**src/rtl/tri_fu_mul_bthdcd_pipe.sv**
```systemverilog
// rtl/tri_fu_mul_bthdcd_pipe.sv - two-stage radix-4 Booth recoder feeding the Booth mux rows
module tri_fu_mul_bthdcd_pipe #(
  parameter int WIDTH  = 54,
  parameter int TAG_W  = 4,
  localparam int DIGITS = WIDTH / 2 + 1
) (
  input  logic              nclk,
  input  logic              rst_n,
  input  logic              flush,
  input  logic              in_vld,
  output logic              in_rdy,
  input  logic [WIDTH-1:0]  in_y,
  input  logic              in_signed,
  input  logic [TAG_W-1:0]  in_tag,
  output logic              out_vld,
  input  logic              out_stall,
  output logic [DIGITS-1:0] out_sneg,
  output logic [DIGITS-1:0] out_sx,
  output logic [DIGITS-1:0] out_sx2,
  output logic [DIGITS-1:0] out_hot1,
  output logic [TAG_W-1:0]  out_tag
);

  // S1 capture registers; the operand is held sign/zero extended by two bits
  // so the top digit sees the extension and unsigned operands gain a +1 digit.
  logic               s1_vld;
  logic [WIDTH+1:0]   s1_y;
  logic [TAG_W-1:0]   s1_tag;

  logic               s2_adv;
  logic               accept;
  logic               ext;

  // Decoded selects for the operand sitting in S1
  logic [WIDTH+2:0]   y_pad;
  logic [DIGITS-1:0]  d_sneg;
  logic [DIGITS-1:0]  d_sx;
  logic [DIGITS-1:0]  d_sx2;
  logic               b0;
  logic               b1;
  logic               b2;

  // S2 drains whenever it is empty or downstream is taking data; S1 accepts
  // when it is empty or will hand off this edge. Flush blocks the input port.
  assign s2_adv = ~out_vld | ~out_stall;
  assign in_rdy = ~flush & (~s1_vld | s2_adv);
  assign accept = in_vld & in_rdy;
  assign ext    = in_signed & in_y[WIDTH-1];

  // Radix-4 Booth recode of every overlapping 3-bit window of the captured operand
  always_comb begin
    y_pad  = {s1_y, 1'b0};
    d_sneg = '0;
    d_sx   = '0;
    d_sx2  = '0;
    b0     = 1'b0;
    b1     = 1'b0;
    b2     = 1'b0;
    for (int i = 0; i < DIGITS; i++) begin
      b0        = y_pad[2*i];
      b1        = y_pad[2*i+1];
      b2        = y_pad[2*i+2];
      d_sx[i]   = b1 ^ b0;
      d_sx2[i]  = (b2 & ~b1 & ~b0) | (~b2 & b1 & b0);
      // 111 encodes zero, so it must not raise a negate (no -0 row carry-in)
      d_sneg[i] = b2 & ~(b1 & b0);
    end
  end

  // S1: capture operand and tag; flush wins over accept and hand-off
  always_ff @(posedge nclk or negedge rst_n) begin
    if (!rst_n) begin
      s1_vld <= 1'b0;
      s1_y   <= '0;
      s1_tag <= '0;
    end else if (flush) begin
      s1_vld <= 1'b0;
    end else if (accept) begin
      s1_vld <= 1'b1;
      s1_y   <= {ext, ext, in_y};
      s1_tag <= in_tag;
    end else if (s1_vld && s2_adv) begin
      s1_vld <= 1'b0;
    end
  end

  // S2: register decoded selects toward the mux rows; hold while stalled
  always_ff @(posedge nclk or negedge rst_n) begin
    if (!rst_n) begin
      out_vld  <= 1'b0;
      out_sneg <= '0;
      out_sx   <= '0;
      out_sx2  <= '0;
      out_hot1 <= '0;
      out_tag  <= '0;
    end else if (flush) begin
      out_vld <= 1'b0;
    end else if (s2_adv) begin
      out_vld <= s1_vld;
      if (s1_vld) begin
        out_sneg <= d_sneg;
        out_sx   <= d_sx;
        out_sx2  <= d_sx2;
        out_hot1 <= d_sneg;
        out_tag  <= s1_tag;
      end
    end
  end

endmodule

```
**config.mk**
```make
export PLATFORM = sky130hd
export DESIGN_NAME = tri_fu_mul_bthdcd_pipe
export DESIGN_NICKNAME = d
export VERILOG_FILES = /design/src/rtl/tri_fu_mul_bthdcd_pipe.sv
export SDC_FILE = /design/constraint.sdc
export NUM_CORES = 1
export LEC_CHECK = 0
export CAP_MARGIN = 20
export CORE_MARGIN = 2
export CORE_UTILIZATION = 49
export DETAILED_ROUTE_END_ITERATION = 12
export GPL_ROUTABILITY_DRIVEN = 0
export HOLD_SLACK_MARGIN = 0.1
export PLACE_DENSITY_LB_ADDON = 0.1
export SLEW_MARGIN = 5
export SYNTH_ARGS = -nofsm -noshare
export SYNTH_HDL_FRONTEND = slang
export SYNTH_SLANG_ARGS = --single-unit
```
**constraint.sdc**
```tcl
create_clock -name nclk -period 1.95 [get_ports nclk]
set_input_delay 0.2925 -clock nclk [delete_from_list [all_inputs] [get_ports nclk]]
set_output_delay 0.2925 -clock nclk [all_outputs]
set_load 0.02 [all_outputs]
```
Word level (Yosys, flattened, before mapping)
Index checks and enable logic that the tools add are counted.
{"block": "totals", "reg_bits": 149, "out_inout_bits": 118, "word_cells": 327, "in_bits": 64}
{"block": "op_classes", "bitwise": 309, "n_reduce_logical": 5, "n_mux": 5}
{"operator": "1-bit bitwise AND", "count": 166}
{"operator": "1-bit NOT", "count": 87}
{"operator": "1-bit OR", "count": 29}
{"operator": "1-bit XOR", "count": 27}
{"operator": "1-bit two-way mux", "count": 5}
{"operator": "3-bit AND reduction", "count": 1}
{"operator": "3-bit nonzero test", "count": 1}
{"operator": "2-bit AND reduction", "count": 1}
{"operator": "2-bit nonzero test", "count": 1}
{"operator": "1-bit logical AND", "count": 1}

Logic depth before layout (Yosys ltp)
{"block": "logic_depth", "ltp_word": 7, "depth_mapped": 5, "depth_no_buf": 3}

Least setup slack after synthesis
Ideal clock, no wire load.
{"block": "synth_timing", "kind": "register -> register", "from": "reg out_vld", "to": "reg s1_y[15]", "synth_period_minus_slack_ns": 1.584, "path_buffers": 2, "required_ns": 1.825, "path_stages_with_launch": 6, "setup_time_ns": 0.125, "path_slack_ns": 0.366, "arrival_time_ns": 1.459, "path_cell_list": "dfrtp_1 > a31oi_4 > nand2_2 > buf_6 > buf_6 > mux2_4"}
{"block": "synth_via", "elab_chain_len": 6}
{"element": "start: declaration", "line_no": "15", "rtl": "output logic out_vld,"}
{"element": "start signal: assignment", "line_no": "99", "rtl": "out_vld <= s1_vld;"}
{"element": "1-bit NOT", "line_no": "45", "rtl": "assign s2_adv = ~out_vld | ~out_stall;"}
{"element": "1-bit OR", "line_no": "45"}
{"element": "1-bit OR", "line_no": "46", "rtl": "assign in_rdy = ~flush & (~s1_vld | s2_adv);"}
{"element": "1-bit bitwise AND", "line_no": "46"}
{"element": "net in_rdy", "line_no": "11", "rtl": "output logic in_rdy,"}
{"element": "1-bit bitwise AND", "line_no": "47", "rtl": "assign accept = in_vld & in_rdy;"}
{"element": "2-bit AND reduction (no line)"}
{"element": "end signal: assignment", "line_no": "80", "rtl": "s1_y <= {ext, ext, in_y};"}
{"element": "end: declaration", "line_no": "27", "rtl": "logic [WIDTH+1:0] s1_y;"}
The timed path passes the listed nets, and every way through them passes these cells.
A chain may end at the register's enable or synchronous reset.

Final worst setup path
{"block": "layout_timing", "from": "reg out_vld", "to": "out out_vld"}
No word-level cell between the ends.

==> impl_results.md <==
- Status: finished, final reports clean
- Top cells by area, synth: dfrtp_1 (55%), mux2_2 (22%), ha_1 (5.0%), buf_4 (3.3%), nand3b_1 (2.8%)
- First-pass GRT wire length: 22200 um
- Critical path depth: 1
- DRT antenna net count: 0
- DRC: 0
- Hpwl dp: 9930 um
- Reg2Reg Launch Point: out_vld
- CTS tree: yes
- Syn Nets: 573
- Worst setup EP type: primary output
- Yosys warns: 0
- Crit Path Max Fanout: 5
- Setup TNS: 0 ps
- Mean Syn Cell Area: 14.0 um^2
- Via total after detailed routing: 4263
- Vias in the first global route: 4408
- IO buf count: 180
- Worst R2R Setup Slack: 430 ps
- Cells after Synth: 482
- Arrival @ worst endpoint: 1520 ps
- Initial Util: 50.7%
- Cell variety after synth: 23
- Clock transition at path regs: 60 ps
- Achievable frequency: 552 MHz
- Initial DRT Pass Iterations: 4
- Critical path class: flop to primary output
- Root Driver: clkbuf_16
- Worst reg-to-reg path cell count: 5
- Max-cap viol count: 0
- WL/cell: 16.1 um
- Total CTS buffers: 17
- Die Ht: 122 um
- Tightest Pin Transition: 501 ps
- Area Growth Syn to Fin: 36.7%
- Crit path launch type: flop
- Core area: 13300 um^2
- Die ar.: 14800 um^2
- Setup Skew: 6.26 ps
- Post-synthesis sequential area ratio: 54.7%
- H-tree level count: 4
- Overflow after GRT: 0
- GRT Resource Usage Total: 19.5%
- Most frequent cells in the layout: clkdlybuf4s50_1 (178), dfrtp_1 (148), mux2_2 (135), ha_1 (27)
- Final hold viol count: 0
- Fin nets: 746
- P_leak: 4.04 nW
- Pins Over Slew Limit: 0
- Layout cell share with drive strength beyond 1: 28.0%
- 1st-iter DRT viols: 178
- Drt total wl: 13600 um
- Slowest CP cell: clkdlybuf4s50_1
- PD cells: 1260 nW/um^2
- Slew HR: 66.6%
- End of the worst register-to-register path: s1_y[43]
- Share of the synthesized area in the top cell type: 54.7%
- Slowest stage delay, CP: 670 ps
- Final setup viols: 0
- Clk Latency, worst-skew pair: 410 ps
- # IOs: 182
- Crit path time final: 1810 ps
- Seq cells post-synth: 148
- Largest net degree at the start of global routing: 52
- Antenna violations before repair: 0
- Yosys top cell by area: dfrtp_1
- Commonest non-fill, non-tap cell in the layout: clkdlybuf4s50_1
- Hold Crit Class: input pin to asynchronous set/reset pin
- Mapped cell area: 6770 um^2
- Horiz. Die Dim: 122 um
- CP Buf/Inv Count: 1
- Hold WS: 414 ps
- Crit path cell chain: clkdlybuf4s50_1
- Max clock buf depth: 2
- Vias per cell: 5.05
- Period utilization: 92.9%
- CP required: 1660 ps
- CTS sink cnt: 148
- VDD IR-drop max: 643 uV
- # diodes: 0
- CP top delay family: buffers and inverters
- Row cnt: 42
- RSZ-0062 raised after global routing: no
[synth_stat cells]
library cell,instances
a31oi_1,1
conb_1,1
a31oi_4,1
nor2_1,3
mux2_4,9
nand3b_1,25
buf_6,5
and3_1,1
mux2_2,135
nand2_2,1
dfrtp_1,148
a22o_1,1
mux2i_1,1
nand2_1,3
buf_4,30
nand2b_1,26
a21oi_1,1
o21ai_0,24
inv_1,2
nor2b_1,26
ha_1,27
buf_2,9
o22ai_1,2
[layout make-up]
class / count / area (um^2)
Clock buffer: 28 / 487
Clock inverter: 4 / 47.5
Fill cell: 980 / 4100
Inverter: 2 / 7.51
Multi-Input combinational cell: 288 / 2730
Sequential cell: 148 / 3700
Tap cell: 176 / 220
Timing Repair Buffer: 198 / 2050
[metal layers]
metal	routed length, um	global-route usage (%)	vias to the layer above	part of all wire, %
met4	223	7.18	0	1.6
met1	5840	24.7	2108	43
met2	6640	31.7	118	49
met3	864	5.87	19	6.4
met5	0	0	-	0
li1	-	-	2018	-
[worst max-delay path by stage]
stage | startpoint | end | slack, ps
2_1_floorplan | out_vld | s1_y[15] | 370
6_report | out_vld | out_vld | 140
3_3_place_gp | out_stall | in_rdy | 30
4_1_cts | out_vld | out_vld | 110
3_5_place_dp | flush | in_rdy | 10
5_1_grt | out_vld | out_vld | 70
[registers in the layout, indices dropped and copies added, names as in the netlist]
register and count:
out_hot1 28, out_sx 28, out_sx2 27, out_tag 4, out_vld 1, s1_tag 4
s1_vld 1, s1_y 55
[through the flow]
step           instance area (um^2)  setup WS, ps  power, mW  std cells  util (%)
6_report                       9250           139       11.7        844      69.3
2_1_floorplan                  6770           366       6.85        482         -
4_1_cts                        9250           109       11.8        844      69.3
5_1_grt                        9250          68.6       12.3        844      69.3
3_3_place_gp                   8710          26.2       8.72        811      65.2
3_5_place_dp                   8710          11.8       8.85        811      65.2
[repair_timing]
action,in CTS,in global routing
hold buffers,1,0
gates resized for setup,1,0
endpoints found under the setup margin,1,0
endpoints found under the hold margin,48,0
buffers inserted,0,0
[where the power goes]
part           switching (mW)  total (mW)  internal, mW
sequential              0.635        4.53          3.90
clock                    1.13        2.95          1.82
combinational            1.87        4.22          2.34
[cell families after synthesis]
logic type	count (synthesis)	share of synthesized area [%]
flip-flops	148	54.7
AO/OA/AOI/OAI	30	2.57
AND/OR/NAND/NOR	85	8.10
adder cells (fa/ha/maj)	27	4.99
other	1	0.0554
multiplexers	145	24.6
buffers and inverters	46	4.94
No activity file was read; power rests on OpenSTA's default activity.
